## src/rtl/inst_fetch_ctrl_if.sv

```systemverilog
// Fetch-side bus bundle: instruction memory port, redirect/stall controls and the decode-facing head.
// The master modport is the fetch controller; the slave modport is its surroundings.
interface inst_fetch_ctrl_if;
  logic [31:0] imem_addr;
  logic [31:0] imem_inst;
  logic        branch_taken;
  logic [31:0] branch_addr;
  logic        freeze;
  logic        out_valid;
  logic [31:0] out_inst;
  logic [31:0] out_pc;
  logic        out_ready;
  logic [15:0] fetch_count;

  modport master (
    output imem_addr, out_valid, out_inst, out_pc, fetch_count,
    input  imem_inst, branch_taken, branch_addr, freeze, out_ready
  );

  modport slave (
    input  imem_addr, out_valid, out_inst, out_pc, fetch_count,
    output imem_inst, branch_taken, branch_addr, freeze, out_ready
  );
endinterface

```

## src/rtl/inst_fetch_ctrl.sv

```systemverilog
// Instruction fetch controller: drives a combinational instruction memory and queues
// {inst, pc+4} pairs in a small prefetch buffer, with branch redirect and hazard freeze.
module inst_fetch_ctrl #(
  parameter logic [31:0] RESET_PC = 32'd0,
  parameter int          DEPTH    = 2
) (
  input  logic              clk,
  input  logic              rst_n,
  inst_fetch_ctrl_if.master bus
);
  localparam int PW = $clog2(DEPTH);
  localparam int CW = PW + 1;

  typedef enum logic [1:0] {BOOT, RUN, REDIRECT} state_e;

  state_e          state_q;
  logic [31:0]     fetch_pc_q, fetch_pc_d;
  logic [CW-1:0]   count_q, count_d;
  logic [PW-1:0]   rd_ptr_q, wr_ptr_q;
  logic [31:0]     inst_q [DEPTH];
  logic [31:0]     pc_q   [DEPTH];
  logic [15:0]     fetch_count_q;
  logic            valid_q;
  logic            push, pop, redirect;
  logic            unused_addr_bits;

  assign unused_addr_bits = ^bus.branch_addr[1:0];

  // Redirect wins over everything: it blocks both push and pop for the cycle.
  always_comb begin
    redirect   = (state_q != BOOT) && bus.branch_taken;
    pop        = valid_q && bus.out_ready && !redirect;
    push       = (state_q == RUN) && !bus.freeze && !bus.branch_taken &&
                 ((count_q < CW'(DEPTH)) || pop);
    count_d    = count_q;
    if (push && !pop) count_d = count_q + CW'(1);
    if (pop && !push) count_d = count_q - CW'(1);
    fetch_pc_d = push ? fetch_pc_q + 32'd4 : fetch_pc_q;
  end

  always_ff @(posedge clk or negedge rst_n) begin
    if (!rst_n) begin
      state_q       <= BOOT;
      fetch_pc_q    <= RESET_PC;
      count_q       <= '0;
      rd_ptr_q      <= '0;
      wr_ptr_q      <= '0;
      valid_q       <= 1'b0;
      fetch_count_q <= '0;
      for (int i = 0; i < DEPTH; i++) begin
        inst_q[i] <= '0;
        pc_q[i]   <= '0;
      end
    end else begin
      case (state_q)
        BOOT:          state_q <= RUN;
        RUN, REDIRECT: state_q <= redirect ? REDIRECT : RUN;
        default:       state_q <= BOOT;
      endcase

      if (redirect) begin
        fetch_pc_q <= {bus.branch_addr[31:2], 2'b00};
        count_q    <= '0;
        rd_ptr_q   <= '0;
        wr_ptr_q   <= '0;
        valid_q    <= 1'b0;
      end else begin
        fetch_pc_q <= fetch_pc_d;
        count_q    <= count_d;
        valid_q    <= (count_d != '0);
        if (push) begin
          inst_q[wr_ptr_q] <= bus.imem_inst;
          pc_q[wr_ptr_q]   <= fetch_pc_q + 32'd4;
          wr_ptr_q         <= wr_ptr_q + PW'(1);
        end
        if (pop) rd_ptr_q <= rd_ptr_q + PW'(1);
      end

      fetch_count_q <= fetch_count_q + 16'(push);
    end
  end

  assign bus.imem_addr   = fetch_pc_q;
  assign bus.out_valid   = valid_q;
  assign bus.out_inst    = inst_q[rd_ptr_q];
  assign bus.out_pc      = pc_q[rd_ptr_q];
  assign bus.fetch_count = fetch_count_q;
endmodule

```

## src/flat_wrapper.sv

```systemverilog
// flat-port wrapper written by rule: the top's interface ports become plain ports
module inst_fetch_ctrl_flat 
#(
  parameter logic [31:0] RESET_PC = 32'd0,
  parameter int          DEPTH    = 2
)
  (clk, rst_n, bus_imem_addr, bus_out_valid, bus_out_inst, bus_out_pc, bus_fetch_count, bus_imem_inst, bus_branch_taken, bus_branch_addr, bus_freeze, bus_out_ready);
  inst_fetch_ctrl_if bus_i ();
  input  logic clk;
  input  logic rst_n;
  output wire logic [$bits(bus_i.imem_addr)-1:0] bus_imem_addr;
  output wire logic [$bits(bus_i.out_valid)-1:0] bus_out_valid;
  output wire logic [$bits(bus_i.out_inst)-1:0] bus_out_inst;
  output wire logic [$bits(bus_i.out_pc)-1:0] bus_out_pc;
  output wire logic [$bits(bus_i.fetch_count)-1:0] bus_fetch_count;
  input wire logic [$bits(bus_i.imem_inst)-1:0] bus_imem_inst;
  input wire logic [$bits(bus_i.branch_taken)-1:0] bus_branch_taken;
  input wire logic [$bits(bus_i.branch_addr)-1:0] bus_branch_addr;
  input wire logic [$bits(bus_i.freeze)-1:0] bus_freeze;
  input wire logic [$bits(bus_i.out_ready)-1:0] bus_out_ready;
  assign bus_imem_addr = bus_i.imem_addr;
  assign bus_out_valid = bus_i.out_valid;
  assign bus_out_inst = bus_i.out_inst;
  assign bus_out_pc = bus_i.out_pc;
  assign bus_fetch_count = bus_i.fetch_count;
  assign bus_i.imem_inst = bus_imem_inst;
  assign bus_i.branch_taken = bus_branch_taken;
  assign bus_i.branch_addr = bus_branch_addr;
  assign bus_i.freeze = bus_freeze;
  assign bus_i.out_ready = bus_out_ready;
  inst_fetch_ctrl #(.RESET_PC(RESET_PC), .DEPTH(DEPTH)) u_core (.clk(clk), .rst_n(rst_n), .bus(bus_i));
endmodule
```

## config.mk

```make
export PLATFORM = sky130hd
export DESIGN_NAME = inst_fetch_ctrl_flat
export DESIGN_NICKNAME = d
export VERILOG_FILES = /design/src/rtl/inst_fetch_ctrl_if.sv /design/src/rtl/inst_fetch_ctrl.sv /design/src/flat_wrapper.sv
export SDC_FILE = /design/constraint.sdc
export NUM_CORES = 1
export LEC_CHECK = 0
export CAP_MARGIN = 5
export CORE_ASPECT_RATIO = 0.6
export CORE_MARGIN = 1.5
export CORE_UTILIZATION = 51
export CTS_CLUSTER_SIZE = 28
export DETAILED_ROUTE_END_ITERATION = 6
export PLACE_DENSITY = 0.82
export SLEW_MARGIN = 40
export SYNTH_ARGS = -nofsm -noshare
export SYNTH_HDL_FRONTEND = slang
export SYNTH_SLANG_ARGS = --single-unit
```

## constraint.sdc

```tcl
create_clock -name clk -period 2.65 [get_ports clk]
set_clock_uncertainty 0.2 [all_clocks]
set_input_delay 0.265 -clock clk [delete_from_list [all_inputs] [get_ports clk]]
set_output_delay 0.265 -clock clk [all_outputs]
set_load 0.02 [all_outputs]
```

==> results of run 1 <==
[final cells by class]
class | count | area (sq um) | area share
flip-flops and latches | 177 | 4430 | 0.392
repair buffers | 209 | 2170 | 0.192
well taps | 228 | 285 | 0.0252
clock buffers | 18 | 439 | 0.0388
clock inverters | 14 | 188 | 0.0166
inverters | 7 | 26.3 | 0.00232
multi-input cells | 519 | 3770 | 0.333
[power breakdown]
| group | switching (uW) | internal [uW] |
|---|---|---|
| logic | 3140 | 3320 |
| registers | 980 | 3890 |
| clock network | 1180 | 1470 |
| total | 5300 | 8680 |
[what timing repair did]
action,4_1_cts,5_1_grt
buffers inserted,2,0
endpoints found under the setup margin,55,3
endpoints found under the hold margin,49,0
hold buffers,1,0
resized for setup,3,3
[per-stage QoR]
stage	total power, uW	cells	util	setup slack (ns)	area (sq um)
after global routing	14800	1172	0.695	0.00527	11300
after global placement	11200	1137	0.655	0.110	10600
after CTS	14100	1172	0.695	0.0190	11300
after detailed placement	11300	1137	0.655	0.0826	10600
final	14000	1172	0.695	0.0676	11300
after floorplan	8460	754	-	0.303	8510
[routing by layer]
layer / global-route usage / wire, um
met5: 0 / 0
met4: 0.0722 / 325
met3: 0.0706 / 1610
met2: 0.342 / 8680
met1: 0.375 / 10300
[synthesized netlist by cell type (2+ instances only)]
| master | instances | share of area |
|---|---|---|
| a221o_1 | 9 | 0.011 |
| inv_1 | 7 | 0.0031 |
| or3_1 | 4 | 0.0029 |
| nand2_1 | 92 | 0.041 |
| a22oi_1 | 3 | 0.0026 |
| a21o_1 | 9 | 0.0079 |
| clkbuf_1 | 18 | 0.0079 |
| buf_4 | 8 | 0.0071 |
| nor3_4 | 3 | 0.0057 |
| clkbuf_8 | 4 | 0.0065 |
| clkbuf_2 | 2 | 0.0012 |
| xnor2_1 | 32 | 0.033 |
| ha_1 | 6 | 0.0088 |
| a31oi_1 | 2 | 0.0015 |
| a22o_1 | 6 | 0.0062 |
| nor4_1 | 7 | 0.0052 |
| nor2_1 | 27 | 0.012 |
| buf_1 | 7 | 0.0031 |
| xor2_1 | 13 | 0.013 |
| nand3_1 | 22 | 0.013 |
| nand4_1 | 10 | 0.0074 |
| and4_1 | 5 | 0.0052 |
| a21oi_1 | 8 | 0.0047 |
| a41oi_1 | 2 | 0.0021 |
| dfrtp_1 | 177 | 0.52 |
| nand2b_1 | 5 | 0.0037 |
| o21ai_1 | 8 | 0.0047 |
| nor3b_1 | 4 | 0.0035 |
| and3_1 | 7 | 0.0052 |
| buf_2 | 9 | 0.0053 |
| o211ai_1 | 3 | 0.0026 |
| o21ai_0 | 75 | 0.044 |
| nor3_1 | 7 | 0.0041 |
| buf_6 | 2 | 0.0026 |
| mux2_2 | 128 | 0.17 |
| o21a_1 | 2 | 0.0018 |
| and2_1 | 3 | 0.0022 |
[final timing paths]
path                       cells past startpoint                           startpoint  slack [ns]                              endpoint
setup / recovery                               3          u_core.rd_ptr_q$_DFFE_PN0P_        0.07                      bus_out_inst[31]
hold / removal                                 2                                rst_n        0.15  u_core.bus.imem_addr[29]$_DFFE_PN0P_
setup reg to reg                               6  u_core.bus.imem_addr[5]$_DFFE_PN0P_        0.29           u_core.pc_q[29]$_DFFE_PN0P_
hold reg to reg                                2          u_core.pc_q[10]$_DFFE_PN0P_        0.28           u_core.pc_q[10]$_DFFE_PN0P_
max in group asynchronous                      3                                rst_n        1.28            u_core.pc_q[3]$_DFFE_PN0P_
min in group clk                               3                  bus_branch_addr[23]        0.21  u_core.bus.imem_addr[23]$_DFFE_PN0P_
[cell families after synthesis]
family / share of synthesized area
other: 0.000441
AND/OR/NAND/NOR: 0.120
multiplexers: 0.170
XOR/XNOR: 0.0464
flip-flops: 0.521
AO/OA/AOI/OAI: 0.0951
adder cells (fa/ha/maj): 0.00883
buffers and inverters: 0.0381
[flip-flops by register name, indices dropped and copies added, names as in the netlist]
register                count
u_core.wr_ptr_q             1
u_core.state_q              2
u_core.pc_q                60
u_core.bus.imem_addr       30
u_core.rd_ptr_q             1
u_core.bus.out_valid        1
u_core.inst_q              64
u_core.count_q              2
u_core.bus.fetch_count     16
==> flow_summary.yaml, run 1 <==
synthesis:
  yosysWarnings: 0
  synth_edf_count: 0
  netlist_area_sq_mm: 0.00850
  synth_cells: 751
  ys_seq_area_frac: 0.521
  synthFlopType: "dfrtp_1"
  synth.avg_cell_area_sq_um: 11.3
  async_flop_share: 1.00
  synth_seq_cells: 177
  synthDistinctLibCells: 52
floorplan:
  rows: 36
  initial_utilization: 0.523
  die_x_um: 170
  coreArea_sq_mm: 0.0163
  pin_count: 182
  die_h_um: 103
  dieArea_sq_mm: 0.0175
global_routing:
  antenna_found_initial: 1
  grt-ovfl-total: 0
  grt_first_pass_wirelength_um: 33000
  grt_max_degree: 54
  grt_use_total: 0.247
  grt_pass1_vias: 6037
power:
  p_per_area_mw_per_mm2: 1240
  leakage_uw: 0.00499
  peakVddDrop_mv: 0.575
clock_network:
  cts_sinks: 177
  cts_tree: "yes"
  clock_latency_ns: 0.43
  cts-root-buf: "clkbuf_16"
  htree_levels: 4
  cts_buffers: 17
  clkSlewWorstSetupHoldPaths_ns: 0.07
  clock_path_buffers: 2
setup_path:
  worst-setup-path-type: "flip-flop to output pin"
  worst_ep_arrival_time_ns: 2.12
  cp.required_ns: 2.18
  start_kind: "flip-flop"
  cp-end-kind: "output pin"
  path_cells: "buf_4 > mux2_2 > clkdlybuf4s50_1"
  slowest_delay_ns: 0.56
  path_delay_family: "buffers and inverters"
  crit_fanout: 9
  cp_slowest_cell: "clkdlybuf4s50_1"
  cp_num_buf_inv: 2
finish:
  areaGrowthSynthToFinish_pct: 33.1
  fill_cells: 1181
  layout_commonest_cell: "dfrtp_1"
  final_cell_mix: "176 x dfrtp_1, 169 x clkdlybuf4s50_1, 128 x mux2_2"
  n_antenna_cell: 0
  drive_gt1_frac: 0.224
  nets: 1006
placement:
  io_buffers: 175
  gp_congestion: 0.903
  hpwl_um: 14800
timing:
  timing_max_transition_violations_final: 0
  slew_headroom: 0.597
  period_needed_ns: 2.58
  hold_viol: 0
  rsz0062_at_grt: "false"
  fmax_mhz: 387
  hold_ws_ns: 0.146
  worst_pin_slew_ns: 0.599
  setup_violations: 0
  finalSetupTns_ns: 0
  post-route-period-util: 0.975
job:
  drv_cap: 0
drt:
  first_iter_violations: 518
  vias: 6371
  post-route-drc-count: 0
  wl_per_cell_um: 17.9
  drt-total-wl_um: 20900
  firstDrtPassIters: 5
  ant_nets: 0
  viasPerCell: 5.44
hold_path:
  min_path_type: "input pin to async pin"
status:
  outcome: "finished clean"
Note: power is estimated with default switching activity, not from simulation.
==> run 2, diff against run 1 <==
==> constraint.sdc (replaced) <==
create_clock -name clk -period 2.65 [get_ports clk]
set_clock_uncertainty 0.2 [all_clocks]
set_input_delay 0.3975 -clock clk [delete_from_list [all_inputs] [get_ports clk]]
set_output_delay 0.3975 -clock clk [all_outputs]
set_load 0.02 [all_outputs]
==> run 2 against run 1 <==
  * Power about the same
  * Global-route usage up 0.24 points
  * First-iteration DRC count grew 3.7%
  * Sequential cell count is the same
  * Non-clock buffer count is 1 higher
  * Count of clock-buffer cells in the layout is 1 lower
  * Sequential share of layout area barely moved
  * Highest routed layer unchanged
==> flow_summary.yaml, run 2 (same netlist as run 1, synthesis figures left out) <==
placement:
  gp_congestion: 0.889
  io_buffers: 175
  hpwl_um: 15100
  pre_cts_ws_ns: -0.0128
drt:
  firstDrtPassIters: 5
  wl_per_cell_um: 18.1
  first_iter_violations: 537
  drt-total-wl_um: 21200
  vias: 6468
  viasPerCell: 5.51
  post-route-drc-count: 0
  drt-met1-wl_um: 10300
  routed-wl-met2_um: 9130
  met3WireLength_um: 1520
  highest_layer: "met4"
  ant_nets: 0
clock_network:
  post_cts_buffers: 0
  htree_levels: 4
  cts_tree: "yes"
  clock_latency_ns: 0.42
  cts-root-buf: "clkbuf_16"
  clock_path_buffers: 2
  cts_buffers: 17
  clkSlewWorstSetupHoldPaths_ns: 0.07
  cts_sinks: 177
timing:
  hold_viol: 0
  finalSetupTns_ns: 0
  fmax_mhz: 386
  rsz0062_at_grt: "false"
  post-route-period-util: 0.977
  timing_max_transition_violations_final: 0
  slew_headroom: 0.601
  period_needed_ns: 2.59
  hold_ws_ns: 0.278
  fin_ws_ns: 0.0597
  setup_violations: 0
  worst_pin_slew_ns: 0.598
setup_path:
  path_cells: "buf_12 > mux2_2 > clkdlybuf4s50_1"
  cp.required_ns: 2.05
  endpoint: "bus_out_pc[11]"
  rr_startpoint: "u_core.bus.imem_addr[3]$_DFFE_PN0P_"
  worst-setup-path-type: "flip-flop to output pin"
  start_kind: "flip-flop"
  slowest_delay_ns: 0.60
  cp-end-kind: "output pin"
  crit_fanout: 33
  worst_ep_arrival_time_ns: 1.99
  rr_endpoint: "u_core.pc_q[62]$_DFFE_PN0P_"
  rrSetupSlack_ns: 0.20
  worstSetupStartpoint: "u_core.rd_ptr_q$_DFFE_PN0P_"
  cp_slowest_cell: "clkdlybuf4s50_1"
  r2r_cells: 7
power:
  leakage_uw: 0.00497
  peakVddDrop_mv: 0.533
  p_per_area_mw_per_mm2: 1240
floorplan:
  die_x_um: 170
  pin_count: 182
  initial_utilization: 0.523
  rows: 36
  coreArea_sq_mm: 0.0163
  die_h_um: 103
  dieArea_sq_mm: 0.0175
finish:
  nets: 1007
  final_util: 0.695
  layout_commonest_cell: "dfrtp_1"
  final_cell_mix: "176 x dfrtp_1, 171 x clkdlybuf4s50_1, 128 x mux2_2"
  largest_reg_flops: 64
  fill_cells: 1217
  drive_gt1_frac: 0.224
  areaGrowthSynthToFinish_pct: 32.9
  regMostFlops: "u_core.inst_q"
global_routing:
  grt_first_pass_wirelength_um: 33500
  grt_max_degree: 61
  grt_use_total: 0.250
  grt_pass1_vias: 6311
  antenna_found_initial: 1
  grt-ovfl-total: 0
hold_path:
  min_path_type: "flip-flop to flip-flop"
  min_path_cells: 2
job:
  drv_cap: 0
status:
  outcome: "finished clean"
[run 2: cell types whose count changed in the layout (fill, tap and decap cells not counted), sizes merged]
cell	previous run	this run
dlygate4sd2	2	0
clkdlybuf4s50	169	171
buf	34	35
clkbuf	18	17
bufinv	2	3
clkinv	2	4
inv	15	11
diode	0	1
clkinvlp	2	3
[run 2: worst min-delay path by stage]
stage,startpoint,endpoint
finish,u_core.pc_q[15]$_DFFE_PN0P_,u_core.pc_q[15]$_DFFE_PN0P_
CTS,u_core.pc_q[15]$_DFFE_PN0P_,u_core.pc_q[15]$_DFFE_PN0P_
global route,u_core.pc_q[43]$_DFFE_PN0P_,u_core.pc_q[43]$_DFFE_PN0P_
floorplan,rst_n,u_core.bus.fetch_count[0]$_DFF_PN0_
detailed placement,rst_n,u_core.state_q[1]$_DFF_PN0_
global placement,rst_n,u_core.state_q[1]$_DFF_PN0_
[run 2: metal layers]
metal | GRT usage | up-vias
li1 | - | 3017
met2 | 0.369 | 222
met1 | 0.367 | 3206
met5 | 0 | -
met4 | 0.0579 | 0
met3 | 0.0687 | 23
[run 2: worst max-delay path: cells and delay by family (launching register included)]
family,cells,cell delay (ns)
mux,1,0.36
buf+inv,2,0.82
flops,1,0.41
[run 2: power by group]
part / internal [uW] / switching, uW / leakage [uW] / total, uW
clock: 1520 / 1140 / 0.000297 / 2660
combinational: 3290 / 3200 / 0.00242 / 6490
sequential: 3890 / 944 / 0.00226 / 4830
[run 2: repair_timing]
action	4_1_cts	5_1_grt
resized for setup	0	3
hold buffers	1	0
endpoints found under the setup margin	0	3
endpoints found under the hold margin	56	0
[run 2: area by class of cell]
cell class | count | area, sq um | share of cell area
well taps | 228 | 285 | 0.0253
clock buffers | 17 | 425 | 0.0377
inverters | 7 | 26.3 | 0.00233
diodes | 1 | 2.50 | 0.000222
multi-input cells | 519 | 3770 | 0.334
clock inverters | 14 | 205 | 0.0182
flip-flops and latches | 177 | 4430 | 0.392
repair buffers | 210 | 2150 | 0.190
[run 2: per-stage QoR]
step | instance area [sq um] | total power [uW] | instances
after CTS | 11300 | 14000 | 1172
after global routing | 11300 | 14800 | 1172
final | 11300 | 14000 | 1173
after global placement | 10600 | 11100 | 1140
after detailed placement | 10600 | 11300 | 1140
after floorplan | 8510 | 8460 | 754
